`config.mk`:
```
export PLATFORM = sky130hd
export DESIGN_NAME = sd_block_responder
export DESIGN_NICKNAME = d
export VERILOG_FILES = /design/src/rtl/sd_block_responder.sv
export SDC_FILE = /design/constraint.sdc
export NUM_CORES = 1
export LEC_CHECK = 0
export BUFFER_PORTS_ARGS = -buffer_cell sky130_fd_sc_hd__buf_2
export CORE_ASPECT_RATIO = 1.2
export CORE_MARGIN = 8
export CORE_UTILIZATION = 35
export DETAILED_ROUTE_END_ITERATION = 8
export GPL_TIMING_DRIVEN = 0
export HOLD_SLACK_MARGIN = 0.1
export PLACE_DENSITY = 0.67
export SETUP_SLACK_MARGIN = 0.15
export SLEW_MARGIN = 5
export SYNTH_ARGS = -nofsm -noshare
export SYNTH_HDL_FRONTEND = slang
export SYNTH_SLANG_ARGS = --single-unit
```
`constraint.sdc`:
```
create_clock -name clk_sys -period 2.5 [get_ports clk_sys]
set_clock_uncertainty 0.05 [all_clocks]
set_input_delay 0.5 -clock clk_sys [delete_from_list [all_inputs] [get_ports clk_sys]]
set_output_delay 0.5 -clock clk_sys [all_outputs]
set_load 0.03 [all_outputs]
```
`src/rtl/sd_block_responder.sv`:
```
// Responder side of the sd_lba/sd_rd/sd_wr/sd_ack sector protocol: moves 512-byte sectors
// for two drive images between the requester's byte buffer and a byte-wide backing memory.
module sd_block_responder #(
  parameter int          ADDR_W    = 24,
  parameter logic [31:0] DRV1_BASE = 32'h0010_0000,
  parameter logic [31:0] MAX_LBA   = 32'd1439
) (
  input  logic              clk_sys,
  input  logic              reset,
  input  logic [31:0]       sd_lba,
  input  logic [1:0]        sd_rd,
  input  logic [1:0]        sd_wr,
  output logic              sd_ack,
  output logic [8:0]        sd_buff_addr,
  output logic [7:0]        sd_buff_dout,
  output logic              sd_buff_wr,
  input  logic [7:0]        sd_buff_din,
  output logic [ADDR_W-1:0] mem_addr,
  output logic              mem_rd,
  output logic              mem_wr,
  output logic [7:0]        mem_din,
  input  logic [7:0]        mem_dout,
  input  logic              mem_ready,
  output logic              lba_err,
  output logic [3:0]        dbg_state
);

  typedef enum logic [3:0] {
    S_IDLE    = 4'd0,
    S_ACK     = 4'd1,
    S_RD_MEM  = 4'd2,
    S_RD_STB  = 4'd3,
    S_WR_ADDR = 4'd4,
    S_WR_LAT  = 4'd5,
    S_WR_MEM  = 4'd6,
    S_WR_NEXT = 4'd7,
    S_DONE    = 4'd8
  } state_t;

  state_t      state, state_n;
  logic        ack_q;
  logic        drive_q;
  logic        write_q;
  logic [31:0] lba_q;
  logic        err_q;
  logic [8:0]  idx;
  logic [7:0]  data_q;

  logic        req_any;
  logic        req_drive;
  logic        req_write;
  logic        last_byte;

  // Memory handshake: mem_rd/mem_wr is a level held with a stable address (and mem_din)
  // until mem_ready pulses for one cycle; mem_ready outside RD_MEM/WR_MEM is ignored.
  always_comb begin
    req_any   = |{sd_rd, sd_wr};
    req_drive = 1'b0;
    req_write = 1'b0;
    if (sd_rd[0]) begin
      req_drive = 1'b0;
      req_write = 1'b0;
    end else if (sd_wr[0]) begin
      req_drive = 1'b0;
      req_write = 1'b1;
    end else if (sd_rd[1]) begin
      req_drive = 1'b1;
      req_write = 1'b0;
    end else if (sd_wr[1]) begin
      req_drive = 1'b1;
      req_write = 1'b1;
    end
  end

  assign last_byte = (idx == 9'd511);

  always_comb begin
    state_n = state;
    case (state)
      S_IDLE:    if (req_any) state_n = S_ACK;
      S_ACK:     state_n = write_q ? S_WR_ADDR : S_RD_MEM;
      S_RD_MEM:  if (err_q || mem_ready) state_n = S_RD_STB;
      S_RD_STB:  state_n = last_byte ? S_DONE : S_RD_MEM;
      S_WR_ADDR: state_n = S_WR_LAT;
      S_WR_LAT:  state_n = err_q ? S_WR_NEXT : S_WR_MEM;
      S_WR_MEM:  if (mem_ready) state_n = S_WR_NEXT;
      S_WR_NEXT: state_n = last_byte ? S_DONE : S_WR_ADDR;
      S_DONE:    state_n = S_IDLE;
      default:   state_n = S_IDLE;
    endcase
  end

  always_ff @(posedge clk_sys) begin
    if (reset) begin
      state   <= S_IDLE;
      ack_q   <= 1'b0;
      drive_q <= 1'b0;
      write_q <= 1'b0;
      lba_q   <= 32'd0;
      err_q   <= 1'b0;
      idx     <= 9'd0;
      data_q  <= 8'd0;
    end else begin
      state <= state_n;
      case (state)
        S_IDLE: begin
          if (req_any) begin
            drive_q <= req_drive;
            write_q <= req_write;
            lba_q   <= sd_lba;
            err_q   <= (sd_lba > MAX_LBA);
            idx     <= 9'd0;
          end
        end
        S_ACK:    ack_q <= 1'b1;
        // Out-of-range sectors read back as zeros without touching memory.
        S_RD_MEM: begin
          if (err_q) data_q <= 8'h00;
          else if (mem_ready) data_q <= mem_dout;
        end
        S_RD_STB, S_WR_NEXT: if (!last_byte) idx <= idx + 9'd1;
        S_WR_LAT: data_q <= sd_buff_din;
        S_DONE:   ack_q <= 1'b0;
        default:  ;
      endcase
    end
  end

  assign sd_ack       = ack_q;
  assign sd_buff_addr = idx;
  assign sd_buff_dout = data_q;
  assign sd_buff_wr   = (state == S_RD_STB);
  assign mem_rd       = (state == S_RD_MEM) && !err_q;
  assign mem_wr       = (state == S_WR_MEM);
  assign mem_din      = data_q;
  assign mem_addr     = ADDR_W'(drive_q ? DRV1_BASE : 32'd0) + ADDR_W'({lba_q, 9'd0}) + ADDR_W'(idx);
  assign lba_err      = err_q;
  assign dbg_state    = state;

endmodule

```
==> impl_results.md, run 1 <==
- PwrDens: 611 nW/um2
- Met1 wire length: approximately 2700 um
- Worst skew pair latency: about 0.29 ns
- Die Y: 103 um
- Final hold violation count: 0
- HPWL Detailed: ~5200 um
- Status: finished clean
- Hold/Removal Path Class: input port to flip-flop
- Combinational Power Share: approximately a third
- CP Class: flip-flop to primary output
- CTS Sinks: 40
- Cts bufs inserted: 5
- Ys async rst share: 0%
- Gr usage total: ~14%
- Crit-path cells: buf_6, clkbuf_1, nor4_2, buf_2
- Resize count post-CTS: 0
- Crit share post-route: 88.2%
- Number of global-route vias before repair: between 2,000 and 2,500
- Starting density of the core: roughly 36%
- Die Width: 88.4 um
- Synthesized instance count: about 260
- Internal: 1210 uW
- Number of nets in the layout: around 440
- Seq/Total Area, Yosys: approximately 36%
- Min Hold Slack: just under 0.4 ns
- Synth area leaders: dfxtp_1 36%, buf_4 9.9%, nand2_1 6.1%
- # diodes: 0
- Startpoint types: flip-flop
- Root buffer cell: clkbuf_8
- Part of the power in registers: about 40%
- Initial antenna violation count: 0
- Wire length on met3: ~480 um
- Hold Path Depth: 3
- Area share of the leading cell type in the synthesized netlist: between 30 and 40%
- # H-tree levels: 2
- CTS tree: done
- Switching Share: around a third
- Clock transition at path regs: approximately 0.080 ns
- Met2 Routed Length: ~3300 um
- Port Buf Inserts: 111
- Leak Pwr: between 0.001 and 0.0015 uW
- DP Area: 2870 um2
- Row cnt: 31
- Syn Area/Cell: 8.43 um2
- CP max stage delay: 0.36 ns
- CP max FO: 10
- Power share of the clock group: between 20% and 30%
- Top Ports: between 100 and 150
- Post-synth EDFFs: 0
- Cts hold-fix bufs: 0
- WP data arrival: approximately 1.7 ns
- Synth Warn #: 0
- Clock Tree Buf Depth: 2
- Post-synth top area cell: dfxtp_1
- Top cells by count, synth: 40 x dfxtp_1, 36 x nand2_1, 29 x buf_4
- Ratio of cells with drive above 1 in the final layout: a little over two fifths
- Initial DRC Count: around 120
- Area of the core: around 6100 um2
- R2R cell count: 9
- Gpl congestion: 0.798
- Yosys cell types: between 40 and 50
- Worst slew pin tran: between 0.6 and 0.7 ns
- Vias: roughly 2,200
- Die Area: slightly above 9000 um2
- Slew Viols, Final: 0
- Routed len/inst: between 10 and 15 um
- F_max: 0.454 GHz
- Top-count cell post-synth: dfxtp_1
- Synthesized flop and latch total: 40
- Post-route DRC: 0
- Final Routed Wirelength: about 6600 um
- Post-Syn Area: 2200 um2
- CP required: 1.95 ns
- Total grt overflow: 0
- R2r setup slk: about 0.35 ns
- Max VDD drop: about 0.00041 V
- Syn nets: between 300 and 400
- First-pass GRT wire length: 10,400 um
- Crit. End Element: primary output
- Largest net degree at the start of global routing: 13
- Switching power: around 620 uW
- Crit path time final: between 2 and 2.5 ns
- Setup Buffers After CTS: 0
- TNS Setup: 0 ns
- Detailed-router iteration count before antenna repair: 4
- Dominant synthesized flop cell: dfxtp_1
- Fin area: roughly 3000 um2
- Max Cap Viol: 0
- Max-slew headroom: a little under 60%
- P&R area growth vs syn: 35.9%
- Unrepaired setup endpoints after global routing: no
- Setup violations, final: 0
- Routed Antenna Nets: 0
- Crit-path slowest cell: dfxtp_1
- Via-to-Cell Ratio: just under 5
- Fin util: between 40% and 50%
- Top Layer Used: met4
cell type report:
type | instances | area [um2]
repair buffers | 111 | 556
clock inverters | 2 | 35.0
well taps | 82 | 103
flip-flops and latches | 40 | 802
plain buffers | 44 | 297
inverters | 4 | 15.0
multi-input cells | 173 | 1110
fillers | 634 | 3060
clock buffers | 6 | 72.6
routing by layer:
| metal | track usage (%) | vias to the layer above |
|---|---|---|
| li1 | - | 1147 |
| met1 | 16.2 | 987 |
| met2 | 24.8 | 82 |
| met3 | 4.55 | 8 |
| met4 | 4.56 | 0 |
| met5 | 0 | - |
sequential cells by signal, summed over array words and instances (netlist names):
name,count
dbg_state,4
drive_q,1
lba_err,1
lba_q,15
mem_din,8
sd_ack,1
sd_buff_addr,9
write_q,1
cells in the final DEF (no fill, tap or decap), types with 5 or more instances in the layout:
cell      count
nor4_1        5
nand3_1       6
o21ai_0       8
a21oi_1      24
buf_4        29
mux2i_1      10
clkbuf_8      5
nand2_1      36
dfxtp_1      39
nor2b_1       8
buf_2       116
nor2_1       12
clkbuf_1      7
o211ai_1      8
or3_1         6
o41ai_1       8
power by group through the flow:
| stage | clock network (uW) | logic, uW | registers, uW |
|---|---|---|---|
| finish | 519 | 574 | 734 |
| detailed placement | 0 | 576 | 748 |
| global route | 565 | 626 | 742 |
| CTS | 539 | 578 | 734 |
| global placement | 0 | 571 | 747 |
| floorplan | 0 | 370 | 780 |
final timing paths:
path,from,to
worst min-delay path,sd_lba[1],lba_q[1]
worst min register to register,lba_q[3],lba_q[3]
worst max register to register,sd_buff_addr[4],sd_buff_addr[2]
worst max-delay path,dbg_state[3],mem_rd
kinds of logic (layout without fill, tap and decap cells):
| logic type | Yosys count | count (layout) | share of synthesized area [%] |
|---|---|---|---|
| buffers and inverters | 48 | 167 | 14.2 |
| flip-flops | 40 | 40 | 36.4 |
| AO/OA/AOI/OAI | 64 | 64 | 19.3 |
| multiplexers | 10 | 10 | 4.55 |
| adder cells (fa/ha/maj) | 4 | 4 | 2.27 |
| XOR/XNOR | 2 | 2 | 0.796 |
| AND/OR/NAND/NOR | 93 | 93 | 22.6 |
critical path: cells and delay by family, from the launching register on:
kind                   cells  cell delay, ns
buffers and inverters      3            0.66
flip-flops                 1            0.36
AND/OR/NAND/NOR            1            0.34
metrics by stage:
stage / total power, uW / cells / setup WS (ns)
finish: 1830 / 462 / 0.295
global route: 1930 / 462 / 0.174
CTS: 1850 / 462 / 0.285
detailed placement: 1320 / 454 / 0.335
global placement: 1320 / 454 / 0.338
floorplan: 1150 / 261 / 0.347
(Power assumes the default switching activity.)
==> inputs of run 2 (changes only) <==
--- a/config.mk
+++ b/config.mk
@@ -6,7 +6,7 @@
 export NUM_CORES = 1
 export LEC_CHECK = 0
 export BUFFER_PORTS_ARGS = -buffer_cell sky130_fd_sc_hd__buf_2
-export CORE_ASPECT_RATIO = 1.2
+export CORE_ASPECT_RATIO = 0.9
 export CORE_MARGIN = 8
 export CORE_UTILIZATION = 35
 export DETAILED_ROUTE_END_ITERATION = 8
==> run 2 against run 1 <==
Effect of this change: utilization down 0.84 points; count of clock-buffer cells in the layout up 2; worst setup slack better by 0.030 ns; register-to-register slack worse by 0.02 ns; critical endpoint is now sd_buff_addr[2].
==> impl_results.md, run 2 (synthesized netlist as in run 1, its figures left out) <==
- Max-slew headroom: 57.1% (-2.2 points)
- Initial DRC Count: 69 (-42%)
- Crit-path slowest cell: dfxtp_1
- Post-route DRC: 0 (unchanged)
- Number of global-route vias before repair: 2,232 (+0.40%)
- Total grt overflow: 0 (unchanged)
- Worst slew pin tran: 0.638 ns (+0.0333 ns)
- P&R area growth vs syn: 35.0%
- Setup violations, final: 0 (unchanged)
- Wire length on met3: 549 um (+15%)
- Biggest register: lba_q
- CP required: 2.67 ns (+0.72 ns)
- # diodes: 0 (unchanged)
- Area of the core: 6110 um2 (+1.1%)
- DP Cell Count: 459 (+1.1%)
- Most common cell after layout, fill and taps aside: buf_2
- Routed Antenna Nets: 0 (unchanged)
- CP Class: flip-flop to flip-flop
- Gpl congestion: 0.792 (-0.74%)
- Crit-path cells: ha_1, nand2_1, nor2_1, ha_1, and4bb_2, a21oi_2, buf_4, or3_1, a21oi_1
- Die Y: 91.2 um (-11%)
- Max VDD drop: 0.000369 V (-10%)
- Detailed-router iteration count before antenna repair: 4 (unchanged)
- Gr usage total: 14.1% (-0.26 points)
- First-pass GRT wire length: 10,500 um (+1.0%)
- Via-to-Cell Ratio: 4.83 (+0.35%)
- Die Area: 9090 um2 (about the same)
- Clock Tree Buf Depth: 2 (unchanged)
- Setup Buffers After CTS: 0 (unchanged)
- Largest net degree at the start of global routing: 12 (-1)
- Ratio of cells with drive above 1 in the final layout: 43.4% (-0.26 points)
- Max reg flops: 15 (unchanged)
- Top Layer Used: met4
- Crit path time final: 2.17 ns (-0.0299 ns)
- PwrDens: 588 nW/um2 (-3.7%)
- CP max FO: 10 (unchanged)
- Starting density of the core: 36.0% (-0.38 points)
- Port Buf Inserts: 111 (unchanged)
- Number of nets in the layout: 438 (unchanged)
- Crit. End Element: flip-flop
- Worst skew pair latency: 0.29 ns (about the same)
- CP dominant cell by count: ha_1
- CTS tree: done
- Crit share post-route: 87.0% (-1.2 points)
- Commonest non-fill, non-tap cells in the layout: 116 x buf_2, 38 x dfxtp_1, 36 x nand2_1
- Met2 Routed Length: 3030 um (-9.1%)
- WP data arrival: 2.34 ns (+0.69 ns)
- CP max stage delay: 0.38 ns (+0.02 ns)
- Final hold violation count: 0 (unchanged)
- Cts hold-fix bufs: 0 (unchanged)
- Resize count post-CTS: 0 (unchanged)
- Leak Pwr: 0.00148 uW (-0.52%)
- Status: finished clean
- Slew Viols, Final: 0 (unchanged)
- Cts bufs inserted: 5 (unchanged)
- Hold/Removal Path Class: input port to flip-flop
- HPWL Detailed: 5230 um (-0.22%)
- Vias: 2,256 (+1.4%)
- TNS Setup: 0 ns (unchanged)
- Fillers: 620 (-2.2%)
- Startpoint types: flip-flop
- Die Width: 99.6 um (+13%)
- Met1 wire length: 2870 um (+7.6%)
- Top Ports: 113 (unchanged)
- Clock transition at path regs: 0.07 ns (about the same)
- # H-tree levels: 2 (unchanged)
- Routed len/inst: 13.9 um (-2.0%)
- Final Routed Wirelength: 6500 um (-0.99%)
- Max Cap Viol: 0 (unchanged)
- Layout Cells excl Fill: 467 (+1.1%)
- Unrepaired setup endpoints after global routing: no
- Root buffer cell: clkbuf_8
- CTS Sinks: 40 (unchanged)
- Initial antenna violation count: 0 (unchanged)
- Row cnt: 27 (-13%)
- F_max: 0.460 GHz (+1.4%)
-- run 2: cell count changes in the layout (fill, tap and decap cells not counted), sizes merged --
cell    before  now
bufinv       1    0
clkbuf      13   15
clkinv       2    1
-- run 2: metal layers --
layer  track usage (%)  vias up
li1                  -     1148
met1              16.6     1021
met2              22.9       79
met3              5.87        8
met4              3.78        0
met5                 0        -
-- run 2: final cells by class --
class / instances / area [um2] / share of cell area, %
plain buffers: 44 / 297 / 9.98
clock buffers: 8 / 90.1 / 3.03
inverters: 4 / 15.0 / 0.505
multi-input cells: 173 / 1100 / 37.1
flip-flops and latches: 40 / 803 / 27.0
well taps: 87 / 109 / 3.66
repair buffers: 111 / 556 / 18.7
-- run 2: worst max-delay path: cells and delay by family (launching register included) --
family                   cells  cell delay, ns
buffers and inverters        1            0.20
AO/OA/AOI/OAI                2            0.22
AND/OR/NAND/NOR              4            0.79
adder cells (fa/ha/maj)      2            0.47
flip-flops                   1            0.38
-- run 2: path summary, 6_finish.rpt --
check,startpoint,endpoint,slack (ns),cells after the start
worst max-delay path,sd_buff_addr[1],sd_buff_addr[2],0.33,9
worst min-delay path,sd_lba[4],lba_q[4],0.40,3
worst max register to register,sd_buff_addr[1],sd_buff_addr[2],0.33,9
worst min register to register,lba_q[3],lba_q[3],0.41,2
-- run 2: per-stage QoR --
stage | hold WS [ns] | total power (uW) | util [%] | worst slack (ns) | instance area [um2]
2_1_floorplan | 0.387 | 1150 | - | 0.347 | 2210
3_3_place_gp | 0.395 | 1320 | 47.1 | 0.340 | 2880
3_5_place_dp | 0.397 | 1330 | 47.1 | 0.331 | 2880
4_1_cts | 0.386 | 1770 | 48.5 | 0.316 | 2970
5_1_grt | 0.385 | 1860 | 48.6 | 0.152 | 2970
6_report | 0.397 | 1750 | 48.6 | 0.325 | 2970
-- run 2: where the power goes --
part           switching, uW  leakage, uW  internal, uW
Sequential              43.9     0.000328           691
Combinational            354      0.00111           217
Clock                    216    0.0000455           225
==> inputs of run 3 (changes only) <==
--- a/config.mk
+++ b/config.mk
@@ -6,13 +6,15 @@
 export NUM_CORES = 1
 export LEC_CHECK = 0
 export BUFFER_PORTS_ARGS = -buffer_cell sky130_fd_sc_hd__buf_2
+export CELL_PAD_IN_SITES_DETAIL_PLACEMENT = 1
+export CELL_PAD_IN_SITES_GLOBAL_PLACEMENT = 1
 export CORE_ASPECT_RATIO = 0.9
 export CORE_MARGIN = 8
-export CORE_UTILIZATION = 35
+export CORE_UTILIZATION = 32
 export DETAILED_ROUTE_END_ITERATION = 8
 export GPL_TIMING_DRIVEN = 0
 export HOLD_SLACK_MARGIN = 0.1
-export PLACE_DENSITY = 0.67
+export PLACE_DENSITY = 0.83
 export SETUP_SLACK_MARGIN = 0.15
 export SLEW_MARGIN = 5
 export SYNTH_ARGS = -nofsm -noshare
==> run 3 against run 2 <==
Effect of this change: flip-flop and latch count did not move; critical endpoint is now mem_wr; largest cell class unchanged; hold slack worse by 0.00099 ns; count of clock-buffer cells in the layout shrank 2; register-to-register slack worse by 0.02 ns; worst setup slack got worse by 0.023 ns; wire length up 15%; cell count grew 0.64%; first-iteration DRC count is 2.9% higher.
==> impl_results.md, run 3 (synthesized netlist as in run 1, its figures left out) <==
- Status: finished clean
- Crit. End Element: primary output
- Unrepaired setup endpoints after global routing: no
- Setup violations, final: 0 (unchanged)
- Startpoint types: flip-flop
- Overall power: 1780 uW (+1.8%)
- Wire length on met3: 495 um (-9.8%)
- F_max: 0.455 GHz (-1.1%)
- TNS Setup: 0 ns (unchanged)
- Row cnt: 28 (+3.7%)
- Ratio of cells with drive above 1 in the final layout: 44.2% (+0.79 points)
- WP data arrival: 1.65 ns (-0.69 ns)
- Cts bufs inserted: 5 (unchanged)
- Vias: 2,321 (+2.9%)
- Number of global-route vias before repair: 2,511 (+13%)
- CTS tree: done
- Starting density of the core: 33.2% (-2.8 points)
- # diodes: 0 (unchanged)
- CTS Sinks: 40 (unchanged)
- Final Routed Wirelength: 7480 um (+15%)
- Total grt overflow: 0 (unchanged)
- Crit share post-route: 87.9% (+0.93 points)
- Leak Pwr: 0.00149 uW (+0.27%)
- Hold/Removal Path Class: input port to flip-flop
- Top Layer Used: met4
- Biggest register: lba_q
- Routed len/inst: 15.9 um (+14%)
- Post-Place Worst Slack: 0.288 ns (-0.0424 ns)
- # H-tree levels: 2 (unchanged)
- HPWL Detailed: 5950 um (+14%)
- Final hold violation count: 0 (unchanged)
- Initial DRC Count: 71 (+2.9%)
- Via-to-Cell Ratio: 4.94 (+2.2%)
- CP max stage delay: 0.42 ns (+0.04 ns)
- Crit-path cells: buf_6, clkbuf_1, nor3_1, buf_2
- Met1 wire length: 3270 um (+14%)
- Most common cell after layout, fill and taps aside: buf_2
- Die Y: 94.7 um (+3.8%)
- Setup slack after layout: 0.302 ns (-0.0233 ns)
- Post-route DRC: 0 (unchanged)
- Gr usage total: 15.6% (+1.5 points)
- Max Cap Viol: 0 (unchanged)
- Detailed-router iteration count before antenna repair: 4 (unchanged)
- Commonest non-fill, non-tap cells in the layout: 116 x buf_2, 38 x dfxtp_1, 36 x nand2_1
- Initial antenna violation count: 0 (unchanged)
- Die Area: 9790 um2 (+7.8%)
- Number of nets in the layout: 438 (unchanged)
- Worst slew pin tran: 0.669 ns (+0.0305 ns)
- Routed Antenna Nets: 0 (unchanged)
- Largest net degree at the start of global routing: 13 (+1)
- Port Buf Inserts: 111 (unchanged)
- PwrDens: 595 nW/um2 (+1.2%)
- P&R area growth vs syn: 35.7%
- Area of the core: 6620 um2 (+8.3%)
- Clock Tree Buf Depth: 2 (unchanged)
- Gpl congestion: 0.764 (-3.6%)
- Slew Viols, Final: 0 (unchanged)
- Met2 Routed Length: 3650 um (+21%)
- Crit path time final: 2.20 ns (+0.0233 ns)
- CP max FO: 10 (unchanged)
- CP required: 1.95 ns (-0.72 ns)
- Die Width: 103 um (+3.8%)
- CP Class: flip-flop to primary output
- Worst skew pair latency: 0.30 ns (about the same)
- Fin util: 45.1% (-3.5 points)
- First-pass GRT wire length: 12,100 um (+16%)
- Max-slew headroom: 55.0% (-2.1 points)
- Clock transition at path regs: 0.08 ns (about the same)
- Max VDD drop: 0.000318 V (-14%)
- Max reg flops: 15 (unchanged)
- Root buffer cell: clkbuf_8
- Top Ports: 113 (unchanged)
- Crit-path slowest cell: dfxtp_1
## run 3: cell count changes in the layout (fill, tap and decap cells not counted)
cell / before / now
clkbuf_1: 8 / 6
clkinv_2: 0 / 2
a21oi_2: 3 / 2
a21oi_4: 0 / 1
ha_1: 4 / 3
ha_2: 0 / 1
## run 3: worst max-delay path, delay by kind of cell, from the launching register on
kind	cells	cell delay (ns)
simple gates	1	0.13
flops	1	0.42
buf+inv	3	0.79
## run 3: per-layer routing
layer / up-vias / GRT usage (%)
li1: 1147 / -
met1: 1093 / 18.7
met2: 75 / 26.7
met3: 6 / 4.19
met4: 0 / 3.97
met5: - / 0
## run 3: final cells by class
type | instances | area (um2)
clock inverters | 2 | 10.0
inverters | 4 | 15.0
multi-input cells | 173 | 1110
repair buffers | 111 | 556
clock buffers | 6 | 82.6
fillers | 831 | 3630
well taps | 90 | 113
flip-flops and latches | 40 | 803
plain buffers | 44 | 297
## run 3: stage by stage
step	instance area, um2	hold slack (ns)	std cells
finish	2990	0.396	470
global route	2990	0.394	470
CTS	2970	0.387	470
detailed placement	2880	0.401	462
global placement	2880	0.392	462
floorplan	2210	0.387	261
## run 3: final timing paths
kind | startpoint | endpoint | slack, ns | depth (start not counted)
worst max-delay path | dbg_state[3] | mem_wr | 0.30 | 4
worst min register to register | lba_q[10] | lba_q[10] | 0.41 | 2
worst min-delay path | sd_lba[2] | lba_q[2] | 0.40 | 3
worst max register to register | sd_buff_addr[4] | sd_buff_addr[2] | 0.31 | 9
## run 3: what timing repair did
item | CTS | global route
setup endpoints to repair | 0 | 9
setup buffers | 0 | 0
gates resized for setup | 0 | 4
hold buffers | 0 | 0
## run 3: power by group
group          switching (uW)  leakage, uW  internal, uW
Combinational             368      0.00111           220
Sequential               43.6     0.000328           690
Clock                     236    0.0000510           221
Total                     647      0.00149          1130
